$ cat src/rtl/quota_regulator.sv
// Per-core quota enforcement: stalls the core bus request channel between quota interrupt and period expiry.
// Optional build macro QUOTA_REGULATOR_STATS_EN enables the throttle_cycles_o counter (tied to 0 otherwise).
module quota_regulator #(
  parameter int PERIOD_WIDTH = 32,
  parameter int STAT_WIDTH   = 16
) (
  input  logic                    clk_i,
  input  logic                    rst_i,
  input  logic                    enable_i,
  input  logic [PERIOD_WIDTH-1:0] period_i,
  input  logic                    intr_quota_i,
  output logic                    softrst_o,
  output logic                    throttle_o,
  input  logic                    req_i,
  output logic                    gnt_o,
  output logic                    req_o,
  input  logic                    gnt_i,
  output logic [STAT_WIDTH-1:0]   periods_throttled_o,
  output logic [STAT_WIDTH-1:0]   throttle_cycles_o
);

  typedef enum logic [2:0] {
    ST_IDLE,
    ST_REFILL,
    ST_GUARD,
    ST_RUN,
    ST_DRAIN,
    ST_THROTTLE
  } state_t;

  state_t                  state_reg, state_next;
  logic [PERIOD_WIDTH-1:0] cnt_reg, cnt_next;
  logic [PERIOD_WIDTH-1:0] eff_period;
  logic                    expiry;
  logic [STAT_WIDTH-1:0]   periods_throttled_reg;
  logic                    period_throttled;

  // Periods below 2 are clamped; >= also catches a period lowered under the running count.
  assign eff_period = (period_i < PERIOD_WIDTH'(2)) ? PERIOD_WIDTH'(2) : period_i;
  assign expiry     = (cnt_reg >= (eff_period - PERIOD_WIDTH'(1)));

  always_comb begin
    state_next = state_reg;
    case (state_reg)
      ST_IDLE:   if (enable_i) state_next = ST_REFILL;
      ST_REFILL: state_next = ST_GUARD;
      ST_GUARD:  state_next = ST_RUN;
      ST_RUN: begin
        if (expiry)
          state_next = ST_REFILL;
        else if (intr_quota_i)
          state_next = (req_i && !gnt_i) ? ST_DRAIN : ST_THROTTLE;
      end
      ST_DRAIN: begin
        if (expiry)
          state_next = ST_REFILL;
        else if (!req_i || gnt_i)
          state_next = ST_THROTTLE;
      end
      ST_THROTTLE: if (expiry) state_next = ST_REFILL;
      default:     state_next = ST_IDLE;
    endcase
    if (!enable_i)
      state_next = ST_IDLE;
  end

  // Counter equals the number of cycles since the refill cycle.
  always_comb begin
    cnt_next = cnt_reg + PERIOD_WIDTH'(1);
    if (state_next == ST_IDLE || state_next == ST_REFILL)
      cnt_next = '0;
  end

  always_ff @(posedge clk_i or posedge rst_i) begin
    if (rst_i) begin
      state_reg <= ST_IDLE;
      cnt_reg   <= '0;
    end else begin
      state_reg <= state_next;
      cnt_reg   <= cnt_next;
    end
  end

  assign period_throttled = (state_reg == ST_THROTTLE) && (state_next == ST_REFILL);

  always_ff @(posedge clk_i or posedge rst_i) begin
    if (rst_i)
      periods_throttled_reg <= '0;
    else if (period_throttled && (periods_throttled_reg != '1))
      periods_throttled_reg <= periods_throttled_reg + STAT_WIDTH'(1);
  end

`ifdef QUOTA_REGULATOR_STATS_EN
  logic [STAT_WIDTH-1:0] throttle_cycles_reg;

  always_ff @(posedge clk_i or posedge rst_i) begin
    if (rst_i)
      throttle_cycles_reg <= '0;
    else if ((state_reg == ST_THROTTLE) && (throttle_cycles_reg != '1))
      throttle_cycles_reg <= throttle_cycles_reg + STAT_WIDTH'(1);
  end

  assign throttle_cycles_o = throttle_cycles_reg;
`else
  assign throttle_cycles_o = '0;
`endif

  // Gating depends only on registered state, so an in-flight request is never cut mid-handshake.
  assign throttle_o          = (state_reg == ST_THROTTLE);
  assign softrst_o           = (state_reg == ST_REFILL);
  assign req_o               = throttle_o ? 1'b0 : req_i;
  assign gnt_o               = throttle_o ? 1'b0 : gnt_i;
  assign periods_throttled_o = periods_throttled_reg;

endmodule
$ cat config.mk
export PLATFORM = sky130hd
export DESIGN_NAME = quota_regulator
export DESIGN_NICKNAME = d
export VERILOG_FILES = /design/src/rtl/quota_regulator.sv
export SDC_FILE = /design/constraint.sdc
export NUM_CORES = 1
export LEC_CHECK = 0
export CORE_AREA = 2 2 92 94
export DETAILED_ROUTE_END_ITERATION = 8
export DIE_AREA = 0 0 94 96
export PLACE_DENSITY = 0.76
export SKIP_CTS_REPAIR_TIMING = 1
export SLEW_MARGIN = 10
export SYNTH_ARGS = -nofsm -noshare
export SYNTH_HDL_FRONTEND = slang
export SYNTH_SLANG_ARGS = --single-unit
$ cat constraint.sdc
create_clock -name clk_i -period 4.8 [get_ports clk_i]
set_input_delay 0.96 -clock clk_i [delete_from_list [all_inputs] [get_ports clk_i]]
set_output_delay 0.96 -clock clk_i [all_outputs]
set_load 0.01 [all_outputs]
# --- Word level (Yosys, flattened, before mapping) ---
# Index checks and enable logic that the tools add are counted.
classes:
  n_lt_le_gt_ge: 2
  n_reduce_logical: 9
  eq_ne: 7
  mux: 12
  addsub: 3
ops:
  columns: ["operator", "count"]
  rows:
  - ["two-way mux 32 bit", 2]
  - ["adder 32 x 1 -> 32 bit, second input constant", 1]
  - [">= comparator 32 bit", 1]
  - ["< comparator 32 x 2 -> 1 bit, second input constant", 1]
  - ["subtractor 32 x 1 -> 32 bit, second input constant", 1]
  - ["two-way mux 3 bit", 6]
  - ["one-hot mux 3 bit (6 select lines)", 1]
  - ["adder 16 x 1 -> 16 bit, second input constant", 1]
  - ["inequality test 16 bit, second input constant", 1]
  - ["== test 3 x 1 -> 1 bit, second input constant", 2]
  - ["== test 3 x 2 -> 1 bit, second input constant", 2]
  - ["== test 3 bit, second input constant", 2]
  - ["zero test 3 bit", 2]
  - ["logical AND 1 bit", 3]
  - ["two-way mux 1 bit", 3]
  - ["zero test 1 bit", 2]
  - ["logical OR 1 bit", 2]
word_totals:
  input_bits: 38
  regBits: 51
  out_inout_bits: 36

# --- Logic depth before layout (Yosys ltp) ---
logic_depth:
  ltp_word: 10
  mapped_depth: 21
  mapped_depth_nobuf: 19

# --- Least setup slack after synthesis ---
# No wires, ideal clock.
synth_timing:
  path_kind: "input port to flip-flop"
  start: "in period_i[21]"
  end: "reg periods_throttled_reg[8], in the netlist periods_throttled_o[8]"
  cell_stages: 21
  arrival_ps: 5701
  n_path_buf: 2
  slack_ps: -980
  t_required_ps: 4721
  setup_time_ps: 79
  cell_sequence: "or4_1 > or4b_1 > nor4b_2 > and3b_1 > nand2b_1 > ha_1 > nand4b_1 > or3_1 > clkbuf_1 > nor2_1 > nand2_1 > xor2_1 > ha_1 > nand4_1 > nor4_1 > o21ai_0 > a31oi_2 > o21ai_1 > buf_2 > nor4_1 > xor2_1"
synth_between:
  elab_chain_cells: 10
synth_lines:
  columns: ["item", "line_no", "text"]
  rows:
  - ["start: declaration", "10", "input logic [PERIOD_WIDTH-1:0] period_i,"]
  - ["< comparator 32 x 2 -> 1 bit", "39", "assign eff_period = (period_i < PERIOD_WIDTH'(2)) ? PERIOD_WIDTH'(2) : period_i;"]
  - ["two-way mux 32 bit *", "39", null]
  - ["subtractor 32 x 1 -> 32 bit *", "40", "assign expiry = (cnt_reg >= (eff_period - PERIOD_WIDTH'(1)));"]
  - [">= comparator 32 bit *", "40", null]
  - ["two-way mux 3 bit (on tied branches)", "60, 49, 55", null]
  - ["one-hot mux 3 bit (6 select lines) *", "44", "case (state_reg)"]
  - ["two-way mux 3 bit *", "63", "if (!enable_i)"]
  - ["== test 3 x 1 -> 1 bit *", "84", "assign period_throttled = (state_reg == ST_THROTTLE) && (state_next == ST_REFILL);"]
  - ["logical AND 1 bit *", "84", null]
  - ["logical AND 1 bit *", "89", "else if (period_throttled && (periods_throttled_reg != '1))"]
  - ["end signal: assignment", "90", "periods_throttled_reg <= periods_throttled_reg + STAT_WIDTH'(1);"]
  - ["end: declaration", "35", "logic [STAT_WIDTH-1:0] periods_throttled_reg;"]
# Every way passes the cells marked *; elsewhere a longest branch is shown, timed or not.
# A chain may end at the register's enable or synchronous reset.

# --- Worst setup path after layout ---
layout_timing:
  start: "in period_i[10]"
  end: "reg cnt_reg[26]"
layout_between:
  elab_chain_cells: 10
layout_lines:
  columns: ["item", "line_no", "text"]
  rows:
  - ["< comparator 32 x 2 -> 1 bit", "39", null]
  - ["two-way mux 32 bit *", "39", null]
  - ["subtractor 32 x 1 -> 32 bit *", "40", null]
  - [">= comparator 32 bit *", "40", null]
  - ["two-way mux 3 bit (on tied branches)", "60, 49, 55", null]
  - ["one-hot mux 3 bit (6 select lines) *", "44", null]
  - ["two-way mux 3 bit *", "63", null]
  - ["== test 3 x 1 -> 1 bit / zero test 3 bit (equally long branches)", "70", "if (state_next == ST_IDLE || state_next == ST_REFILL)"]
  - ["logical OR 1 bit *", "70", null]
  - ["two-way mux 32 bit *", "70", null]
  - ["net cnt_next[26]", "32", "logic [PERIOD_WIDTH-1:0] cnt_reg, cnt_next;"]
  - ["end signal: assignment", "80", "cnt_reg <= cnt_next;"]
  - ["end: declaration", "32", null]
# Mark *: on every way through the listed nets, which the timed path passes. The rest lies on a longest branch.

==> impl_metrics.tcl <==
set metrics [dict create \
    outcome "finished, violations left" \
    violations_in_the_final_reports "negative setup slack" \
    clock-root-buffer "sky130_fd_sc_hd__clkbuf_8" \
    cts_max_path_buffers 2 \
    die_height_um 96 \
    hold_depth 1 \
    grt_pass1_wl_mm 15.1 \
    path_clk_slew_ns 0.09 \
    finClkSkew_ns 0.00796 \
    hold_path_class "flop to flop" \
    total_leakage_power_nw 2.50 \
    maxCapViolations 0 \
    clk_latency_ns 0.31 \
    layout-drive-gt1-share 0.295 \
    critical_path_cell_count 22 \
    synth-seq-area-share 0.323 \
    floorplan.initialDensity 0.491 \
    post-place-ws_ns -1.39 \
    cell_area_power_density_nw_per_um2 169 \
    critPathRequiredTime_ns 5.01 \
    final_hold_viol_count 0 \
    number_of_buffers_created_by_cts 5 \
    share_comb_of_total_power 0.218 \
    floorplan.rows 33 \
    die_w_um 94 \
    max_slew.worst_pin.slew_ns 1.04 \
    ys_top_cells_by_area "sky130_fd_sc_hd__dfrtp_1 32%, sky130_fd_sc_hd__ha_1 11%, sky130_fd_sc_hd__xor2_1 9.1%" \
    synthDistinctLibCells 54 \
    via_per_inst 5.50 \
    netlist_instances 439 \
    grtUsageMet2 0.395 \
    r2r.worst_path.cells 11 \
    synth_register_bits 51 \
    path_max_fanout 8 \
    avgRoutedWirePerCell_um 15.6 \
    layout.nets 634 \
    grt_antenna_before_repair 0 \
    crit_path_cell_chain "buf_6 -> or4_4 -> or4b_4 -> nor4b_4 -> and3b_2 -> nand2b_4 -> ha_4 -> nand4b_1 -> or3_4 -> nor2_4 -> nand2_2 -> xor2_1 -> ha_1 -> nand4_1 -> nor4_1 -> o21ai_1 -> a31oi_2 -> buf_6 -> nor2_4 -> o221ai_4 -> clkbuf_16 -> nor2_1" \
    worst_setup_path_startpoint "period_i[10]" \
    upper_clock_frequency_limit_mhz 181 \
    drt_pre_antenna_iters 4 \
    period_minus_slack_ns 5.52 \
    cts_tree "done" \
    drv_slew 0 \
    cts.sink_count 51 \
    holdCritStartpoint "periods_throttled_o[8]$_DFFE_PP0P_" \
    critical_path.slowest_cell "sky130_fd_sc_hd__or4b_4" \
    power.share.sequential 0.460 \
    p_switching_uw 268 \
    area_of_combinational_cells_with_multiple_inputs_um2 3050 \
    detailroute.via_count 3668 \
    synth_most_common_cell "sky130_fd_sc_hd__nor2_1" \
    detail-route-antenna-nets 0 \
    floorplan.die_area_um2 9020 \
    syn2layout_area_growth_pct 46.0 \
    critPathMaxStageDelay_ns 0.54 \
    switching_share 0.276 \
    grt_pass1_vias 3523 \
    finalCritPeriodShare 1.15 \
    grt.overflow.total 0 \
    setup_violations 51 \
    placedCellCount 649 \
    final_cell_count_no_fill 667 \
    critical_path.startpoint_type "input pin" \
    track_usage 0.207 \
    syn-cell-area_um2 3950 \
    grt_setup_unrepaired "yes" \
    drt_iter0_drc 141 \
    gr-usage-met1 0.241 \
    synthTopCellsByCount "55 x sky130_fd_sc_hd__nor2_1, 51 x sky130_fd_sc_hd__dfrtp_1, 41 x sky130_fd_sc_hd__xor2_1, 35 x sky130_fd_sc_hd__ha_1, 31 x sky130_fd_sc_hd__xnor2_1" \
    syn-mean-instance-area_um2 9.00 \
    maximum_vdd_ir_drop_mv 0.133 \
    drc 0 \
    grt_use_met3 0.0392 \
    largest_reg_flops 32 \
    count_of_buffers_inserted_at_the_top_level_ports 57 \
    clock_power_share 0.322 \
    routed_wl_mm 10.4 \
    ys_async_sr_fraction 1.00 \
    internal_power_uw 706 \
    core-area_um2 8050 \
    critPathTopFamily "simple AND/OR/NAND/NOR gates" \
    worst-setup-path-type "input pin to flop" \
    worstSetupEndpointType "flop" \
    worst_r2r_startpoint "cnt_reg[0]$_DFF_PP0_" \
    edff_count_synth 0 \
    synth-warning-count 0 \
    fillers 568 \
    top_usage_layer "met2" \
    synth_top_flop_cell "sky130_fd_sc_hd__dfrtp_1" \
    netlist.area_leader.share 0.323 \
    grt_max_degree 52 \
    cp.buffers_inverters 3 \
    max_slew_margin 0.306 \
    dp.final_hpwl_mm 7.21 \
    gp_congestion 0.842 \
    io-pin-count 74 \
    n_antenna_cell 0 \
    final-seq-area_um2 1280 \
    most_area_hungry_cell_type_in_the_yosys_netlist "sky130_fd_sc_hd__dfrtp_1" \
    layout_setup_ws_ns -0.718 \
    h_tree_lvl_count 2 \
    critPathArrivalTime_ns 5.73 \
]
[per-layer routing]
metal / wire length (um) / vias up / part of all wire
met2: 5790 / 82 / 0.56
li1: - / 1764 / -
met5: 0 / - / 0
met1: 4150 / 1807 / 0.40
met3: 369 / 15 / 0.035
met4: 112 / 0 / 0.011
[per-stage QoR]
stage	hold slack, ns	instance area (um2)	util	TNS (ns)	power [mW]
floorplan	0.484	4150	-	-29.81	0.543
global placement	0.476	5100	0.634	-61.04	0.620
detailed placement	0.484	5100	0.634	-67.31	0.626
CTS	0.500	5220	0.648	-50.94	0.937
global route	0.531	5770	0.717	-45.40	1.02
finish	0.499	5770	0.717	-32.64	0.974
[cells in the final DEF (no fill, tap or decap), types with 4 or more instances in the layout]
master and n:
sky130_fd_sc_hd__nor4_4 5, sky130_fd_sc_hd__ha_1 34, sky130_fd_sc_hd__nor4_1 4, sky130_fd_sc_hd__nand3_1 20, sky130_fd_sc_hd__nor3_1 8, sky130_fd_sc_hd__nand2_1 27, sky130_fd_sc_hd__nor2_2 5, sky130_fd_sc_hd__buf_6 8
sky130_fd_sc_hd__dfrtp_1 51, sky130_fd_sc_hd__nor3_2 9, sky130_fd_sc_hd__xor2_1 41, sky130_fd_sc_hd__nor2_4 26, sky130_fd_sc_hd__nand4_1 14, sky130_fd_sc_hd__conb_1 16, sky130_fd_sc_hd__clkbuf_2 4, sky130_fd_sc_hd__clkbuf_8 6
sky130_fd_sc_hd__xnor2_1 31, sky130_fd_sc_hd__nor2_1 25, sky130_fd_sc_hd__buf_4 58, sky130_fd_sc_hd__a21oi_1 13, sky130_fd_sc_hd__dlymetal6s2s_1 10, sky130_fd_sc_hd__clkdlybuf4s50_1 42, sky130_fd_sc_hd__and3_1 9, sky130_fd_sc_hd__inv_1 8
sky130_fd_sc_hd__o21ai_0 6, sky130_fd_sc_hd__nor4_2 5, sky130_fd_sc_hd__nand2b_1 5, sky130_fd_sc_hd__nor3_4 8
[layout make-up]
class / count / share of cell area
clock buffers: 6 / 0.0143
well taps: 105 / 0.0228
flip-flops and latches: 51 / 0.221
clock inverters: 2 / 0.00607
inverters: 9 / 0.00586
repair buffers: 125 / 0.201
multi-input cells: 369 / 0.529
[worst reg2reg max path, cell delays in order (launching register included)]
cell	delay, ns
sky130_fd_sc_hd__dfrtp_1	0.51
sky130_fd_sc_hd__inv_1	0.08
sky130_fd_sc_hd__ha_1	0.30
sky130_fd_sc_hd__nand2b_1	0.15
sky130_fd_sc_hd__a2111oi_0	0.42
sky130_fd_sc_hd__or4b_4	0.22
sky130_fd_sc_hd__a31oi_2	0.10
sky130_fd_sc_hd__buf_6	0.16
sky130_fd_sc_hd__buf_4	0.13
sky130_fd_sc_hd__buf_6	0.11
sky130_fd_sc_hd__o311ai_0	0.39
sky130_fd_sc_hd__o2111a_1	0.25
[cells by family (layout without fill, tap and decap cells)]
kind of cell / count (synthesis) / in the layout / share of synthesized area
AND/OR/NAND/NOR: 204 / 204 / 0.281
AO/OA/AOI/OAI: 41 / 41 / 0.0697
multiplexers: 1 / 1 / 0.00285
buffers and inverters: 34 / 142 / 0.0526
XOR/XNOR: 72 / 72 / 0.160
flip-flops: 51 / 51 / 0.323
adder cells (fa/ha/maj): 35 / 35 / 0.111
other: 1 / 16 / 0.000949
[power by group through the flow]
stage / Clock [mW] / Sequential, mW / Combinational [mW]
6_report: 0.314 / 0.448 / 0.212
5_1_grt: 0.341 / 0.450 / 0.230
4_1_cts: 0.318 / 0.447 / 0.172
3_5_place_dp: 0 / 0.455 / 0.171
3_3_place_gp: 0 / 0.454 / 0.166
2_1_floorplan: 0 / 0.451 / 0.0914
[path summary, 6_finish.rpt]
path / to / slack, ns
setup / recovery: cnt_reg[26]$_DFF_PP0_ / -0.72
hold / removal: periods_throttled_o[8]$_DFFE_PP0P_ / 0.50
setup reg to reg: state_reg[1]$_DFF_PP0_ / 1.92
hold reg to reg: periods_throttled_o[8]$_DFFE_PP0P_ / 0.50
max in group asynchronous: periods_throttled_o[9]$_DFFE_PP0P_ / 2.95
min in group asynchronous: cnt_reg[1]$_DFF_PP0_ / 1.22
Power figures use the tool's default switching activity.
